--- src/rtl/move_command_encoder.sv ---
// move_command_encoder: synchronizes and debounces five push-buttons and issues one
// move/start command per debounced press over a valid/ready handshake.
module move_command_encoder #(
    parameter int DEBOUNCE_CYCLES = 1000000,
    parameter int CNT_W = 20,
    parameter bit BTN_ACTIVE_LOW = 1'b1
) (
    input  logic       clk,
    input  logic       rst,
    input  logic       btn_start,
    input  logic       btn_left,
    input  logic       btn_right,
    input  logic       btn_up,
    input  logic       btn_down,
    input  logic       cmd_ready,
    output logic       cmd_valid,
    output logic [2:0] cmd_code,
    output logic       cmd_dropped,
    output logic [4:0] btn_level
);
    typedef enum logic {IDLE, PENDING} state_t;
    localparam logic [CNT_W-1:0] LAST = CNT_W'(DEBOUNCE_CYCLES - 1);

    logic [4:0] raw, meta, sync, stable, prev, armed, press;
    logic [CNT_W-1:0] cnt [5];
    logic [1:0] warm;
    logic [2:0] code, code_n, win;
    state_t state, state_n;

    assign raw = {btn_start, btn_up, btn_down, btn_left, btn_right} ^ {5{BTN_ACTIVE_LOW}};

    // A button becomes eligible for press events only once it has been seen released
    // after reset (warm marks the synchronizer holding real samples), so a button held
    // through reset is absorbed silently.
    always_ff @(posedge clk or negedge rst) begin
        if (!rst) begin
            meta   <= '0;
            sync   <= '0;
            stable <= '0;
            prev   <= '0;
            armed  <= '0;
            warm   <= '0;
            for (int b = 0; b < 5; b++) cnt[b] <= '0;
        end else begin
            meta  <= raw;
            sync  <= meta;
            prev  <= stable;
            warm  <= {warm[0], 1'b1};
            armed <= armed | ({5{warm[1]}} & ~sync & ~stable);
            for (int b = 0; b < 5; b++) begin
                if (sync[b] == stable[b]) begin
                    cnt[b] <= '0;
                end else if (cnt[b] == LAST) begin
                    stable[b] <= sync[b];
                    cnt[b]    <= '0;
                end else begin
                    cnt[b] <= cnt[b] + CNT_W'(1);
                end
            end
        end
    end

    assign press = stable & ~prev & armed;
    assign win = press[4] ? 3'd5 : press[3] ? 3'd3 : press[2] ? 3'd4 :
                 press[1] ? 3'd1 : press[0] ? 3'd2 : 3'd0;

    always_ff @(posedge clk or negedge rst) begin
        if (!rst) begin
            state <= IDLE;
            code  <= '0;
        end else begin
            state <= state_n;
            code  <= code_n;
        end
    end

    always_comb begin
        state_n     = state;
        code_n      = code;
        cmd_dropped = 1'b0;
        if (state == IDLE) begin
            cmd_dropped = |(press & (press - 5'd1));
            if (|press) begin
                state_n = PENDING;
                code_n  = win;
            end
        end else begin
            cmd_dropped = |press;
            if (cmd_ready) begin
                state_n = IDLE;
                code_n  = 3'd0;
            end
        end
    end

    assign cmd_valid = state == PENDING;
    assign cmd_code  = code;
    assign btn_level = stable;
endmodule

--- config.mk ---
export PLATFORM = sky130hd
export DESIGN_NAME = move_command_encoder
export DESIGN_NICKNAME = d
export VERILOG_FILES = /design/src/rtl/move_command_encoder.sv
export SDC_FILE = /design/constraint.sdc
export NUM_CORES = 1
export LEC_CHECK = 0
export CAP_MARGIN = 20
export CORE_ASPECT_RATIO = 0.7
export CORE_MARGIN = 3
export CORE_UTILIZATION = 45
export DETAILED_ROUTE_END_ITERATION = 6
export DONT_BUFFER_PORTS = 1
export GPL_TIMING_DRIVEN = 0
export SKIP_LAST_GASP = 1
export SLEW_MARGIN = 10
export SYNTH_ARGS = -nofsm -noshare
export SYNTH_HDL_FRONTEND = slang
export SYNTH_SLANG_ARGS = --single-unit
--- constraint.sdc ---
create_clock -name clk -period 3.1 [get_ports clk]
set_input_delay 0.62 -clock clk [delete_from_list [all_inputs] [get_ports clk]]
set_output_delay 0.62 -clock clk [all_outputs]
set_load 0.1 [all_outputs]
### Word-level counts from Yosys, hierarchy flattened

Cells that the tools add are included.
W data, S select, Z words.

| word-level totals | value |
|---|---|
| register bits | 131 |
| output and inout port bits | 10 |
| word-level logic and storage cells | 80 |

| cells by class | value |
|---|---|
| add/subtract/negate cells | 6 |
| equal/unequal tests | 11 |
| mux-type cells | 22 |
| bitwise gates (word level) | 15 |
| reductions and logical operators | 9 |

Operators by type and width:

| operator | number |
|---|---|
| $mux W20 | 10 |
| $add A20 B1 Y20 const B | 5 |
| $eq A20 B20 Y1 const B | 5 |
| $and A5 B5 Y5 | 5 |
| $not A5 Y5 | 4 |
| $mux W3 | 6 |
| $reduce_and A2 Y1 | 6 |
| $reduce_or A5 Y1 | 2 |
| $eq A1 B1 Y1 | 5 |
| $not A1 Y1 | 5 |
| $or A5 B5 Y5 | 1 |
| $sub A5 B1 Y5 const B | 1 |
| $mux W1 | 4 |
| $mux W2 | 2 |
| $ne A2 B2 Y1 const B | 1 |
| $reduce_bool A2 Y1 | 1 |

### Logic depth before layout (Yosys ltp)

| logic depth | value |
|---|---|
| depth in word-level cells | 10 |
| depth in mapped cells | 6 |
| gate-level depth less buffers | 5 |

### Least setup slack after synthesis

OpenSTA, ideal clock, no wires.

| timing path | value |
|---|---|
| path type | register -> output |
| start point | register stable[3], in the netlist btn_level[3] |
| end point | output port cmd_dropped |
| data arrival time | 2588 ps |
| data required time | 2480 ps |
| slack | -108 ps |
| stages on the path, launching flop included | 5 |
| cells stage by stage | dfrtp_1 > nand3b_1 > maj3_1 > a2bb2oi_1 > o31a_1 |

| between the ends | value |
|---|---|
| word-level cells in the longest chain between the ends | 6 |
| elaborated cells between the ends (all ways) | 7 |
| those cells by class | 1 x add/sub; 1 x mux; 3 x bitwise; 2 x reduce/logical |

RTL lines:

| what | line | text |
|---|---|---|
| start, declared | 24 | `logic [4:0] raw, meta, sync, stable, prev, armed, press;` |
| start signal, assigned by index | 54 | `stable[b] <= sync[b];` |
| $and A5 B5 Y5 * (2 in series) | 63 | `assign press = stable & ~prev & armed;` |
| $sub A5 B1 Y5 | 82 | `cmd_dropped = \|(press & (press - 5'd1));` |
| $and A5 B5 Y5 | 82 |  |
| $reduce_or A5 Y1 | 82 |  |
| $mux W1 * | 81 | `if (state == IDLE) begin` |
| end, declared | 18 | `output logic cmd_dropped,` |

Every way passes the cells marked *; elsewhere a longest branch is shown, timed or not.

### Worst setup path in the final report

Ends and elaborated chain as after synthesis.

==> flow_summary_export.csv <==
group,metric,value,unit
sta,hold_slack,-85.8,ps
cts,clk_path_buf_depth,2,
logic_synthesis,synth-seq-cells,131,
global_routing,antenna_found_initial,0,
worst_setup_path,crit_path_max_incr_delay,640,ps
sta,timing.setup.tns,0,ps
cells_and_area,final_cell_mix,"dfrtp_1 (126), nor2_1 (78), xor2_1 (46), nand3_1 (41), nand2_1 (35)",
logic_synthesis,yosys-mux-area-fraction,1.24,%
worst_setup_path,worstPathCellList,"nand3b_1, maj3_1, a2bb2oi_1, o31a_2",
logic_synthesis,synth_cell_types,51,
sta,finalCritPeriodShare,96.3,%
logic_synthesis,synth-xor-area-share,9.22,%
logic_synthesis,synth_nets,621,
worst_setup_path,required,2480,ps
worst_setup_path,crit_cells,4,
logic_synthesis,synth-compound-area-share,8.19,%
worst_setup_path,cp_top_family,"compound AO/OA/AOI/OAI gates",
routing,dr.pass1.iters,4,
sta,maxSlewViolCount,0,
cells_and_area,diodes,0,
routing,wl_per_cell,14.5,µm
die,die_h,104,µm
cells_and_area,final_common_cell,"dfrtp_1",
cts,cts_tree,"built",
power_and_ir_drop,power_density,560,mW/mm²
global_routing,grt_pass1_wl,20900,µm
sta,tightestPinTransition,1060,ps
worst_setup_path,crit_fanout,6,
routing,drtIter0Drc,306,
status,violations,"hold timing",
routing,drtAntennaViolNets,0,
worst_setup_path,path_class,"reg2out",
global_routing,grt_max_degree,132,
logic_synthesis,synth_edf_count,0,
worst_setup_path,r2r_slack,860,ps
logic_synthesis,synth-simple-area-share,24.4,%
job,drv_cap,0,
cells_and_area,drive_gt1_share,9.06,%
logic_synthesis,synth_top_family_by_area,"simple AND/OR/NAND/NOR gates",
logic_synthesis,yosysSeqAreaShare,53.1,%
sta,skew,9.10,ps
cts,clkTransAtPathRegs,60,ps
sta,fin_crit,2980,ps
logic_synthesis,synth_async_sr_flop_share,100,%
worst_hold_path,hold_class,"in2async",
logic_synthesis,synthCells,608,
worst_setup_path,cp-endpoint,"cmd_dropped",
sta,fin_ws,115,ps
worst_setup_path,path_buf_inv,0,
place,dpl.hpwl,8050,µm
cts,ctsHtreeMaxLevel,4,
worst_setup_path,worstPathArrival,2360,ps
logic_synthesis,synth_fa_ha_area_share,1.18,%
global_routing,grt_usage,16.7,%
sta,rsz0062_at_grt,"false",
global_routing,grt_overflow,0,
cts,cts_sinks,131,
die,rows,35,
sta,max_freq,335,MHz
die,coreArea,0.0133,mm²
die,die_w,146,µm
worst_setup_path,r2r_cells,5,
place,gp_congestion,0.807,
routing,wl,11900,µm
cts,numCtsBuffers,17,
sta,slew_headroom,29.1,%
cells_and_area,nNetsFinal,640,
status,status,"complete, but fails checks",
die,ios,18,
power_and_ir_drop,p_leak,2.92,nW
worst_setup_path,crit_path_top_delay_cell,"dfrtp_4",
sta,hold_viol_final,131,
cells_and_area,syn_to_final_growth,14.4,%
place,dp_cells,793,
logic_synthesis,syn_avg_cell_area,10.2,µm²
routing,drc_errors,0,
cts,clk_latency,410,ps
worst_setup_path,crit_start,"btn_level[3]$_DFFE_PN0P_",
power_and_ir_drop,vdd_ir_drop_max,0.354,mV
routing,vias,4576,
cts,clock-root-buffer,"clkbuf_16",
place,post-place-ws,1.07,ps
worst_setup_path,critPathCaptureType,"output port",
die,design.die.area,0.0152,mm²
worst_setup_path,reg2reg_from,"cnt[95]$_DFF_PN0_",
die,start_util,46.5,%
worst_setup_path,regToRegEndpoint,"cnt[93]$_DFF_PN0_",
sta,setup_viol,0,
logic_synthesis,synth_area,0.00617,mm²
place,port_buffers,0,
worst_setup_path,start_kind,"flop",
routing,vias_per_cell,5.55,
global_routing,grt_pass1_vias,4439,
logic_synthesis,ys_warn_count,0,
cells_and_area,fin_cells,825,
logic_synthesis,synthFlopType,"dfrtp_1",
## area by class of cell
class	count	area [µm²]
Clock buffer	20	467
Buffer	22	96.3
Sequential cell	131	3290
Multi-Input combinational cell	438	2740
Fill cell	1181	6200
Tap cell	185	231
Inverter	17	63.8
Clock inverter	12	178
## flip-flops by register name, indices dropped and copies added (netlist names)
name / flops
sync: 5
cmd_valid: 1
cnt: 100
btn_level: 5
cmd_code: 3
warm: 2
meta: 5
armed: 5
prev: 5
## routing by layer
| metal | global-route usage (%) | share of wire, % |
|---|---|---|
| met1 | 23.5 | 51 |
| met2 | 25.1 | 44 |
| met3 | 3.75 | 3.4 |
| met4 | 6.71 | 1.9 |
| met5 | 0 | 0 |
## logic make-up (layout without fill, tap and decap cells)
group,after synthesis,in the layout
AO/OA/AOI/OAI,80,80
XOR/XNOR,65,65
adder cells (fa/ha/maj),6,6
buffers and inverters,39,71
flip-flops,131,131
multiplexers,7,7
other,1,1
AND/OR/NAND/NOR,279,279
## per-stage QoR
stage,area (µm²),power [mW],util (%)
3_3_place_gp,6410,1.85,48.3
4_1_cts,7060,4.01,53.2
5_1_grt,7060,4.10,53.2
2_1_floorplan,6170,1.84,-
6_report,7060,3.96,53.2
3_5_place_dp,6410,1.86,48.3
## how the worst min path moves through the flow
stage	depth (start not counted)	slack [ps]	endpoint	startpoint
after floorplan	0	320	armed[0]$_DFF_PN0_	rst
after global placement	0	330	cnt[78]$_DFF_PN0_	rst
after detailed placement	0	330	cnt[77]$_DFF_PN0_	rst
after CTS	0	-110	cnt[98]$_DFF_PN0_	rst
after global routing	0	-110	cnt[98]$_DFF_PN0_	rst
final	0	-90	cnt[19]$_DFF_PN0_	rst
## synthesized netlist by cell type, types with 6 or more instances
cell	instances	share of area [%]
dfrtp_1	131	53
nor2_1	78	4.7
xor2_1	46	6.5
nand3_1	41	3.3
nand2_1	35	2.1
a21oi_1	30	2.4
nand4_1	24	2.4
xnor2_1	19	2.7
clkbuf_1	17	1.0
inv_1	17	1.0
o31ai_1	17	2.1
or4_1	15	1.8
and3_1	14	1.4
o21ai_0	14	1.1
or3_1	14	1.4
nor4_1	10	1.0
nor3_1	9	0.73
and4_1	8	1.1
a21o_1	7	0.85
and2_1	6	0.61
nand3b_1	6	0.73
## power breakdown
part	internal (mW)	switching [mW]	leakage [nW]
Sequential	1.73	0.0243	1.75
Combinational	0.0233	0.0427	0.856
Clock	1.41	0.722	0.305
Total	3.17	0.789	2.92
## timing repair
| action | 4_1_cts | 5_1_grt |
|---|---|---|
| gates resized for setup | 6 | 2 |
| buffers inserted | 0 | 0 |
| setup endpoints to repair | 1 | 1 |
| endpoints found under the hold margin | 131 | 131 |
| gates cloned | 0 | 0 |
Note: power is estimated with default switching activity, not from simulation.
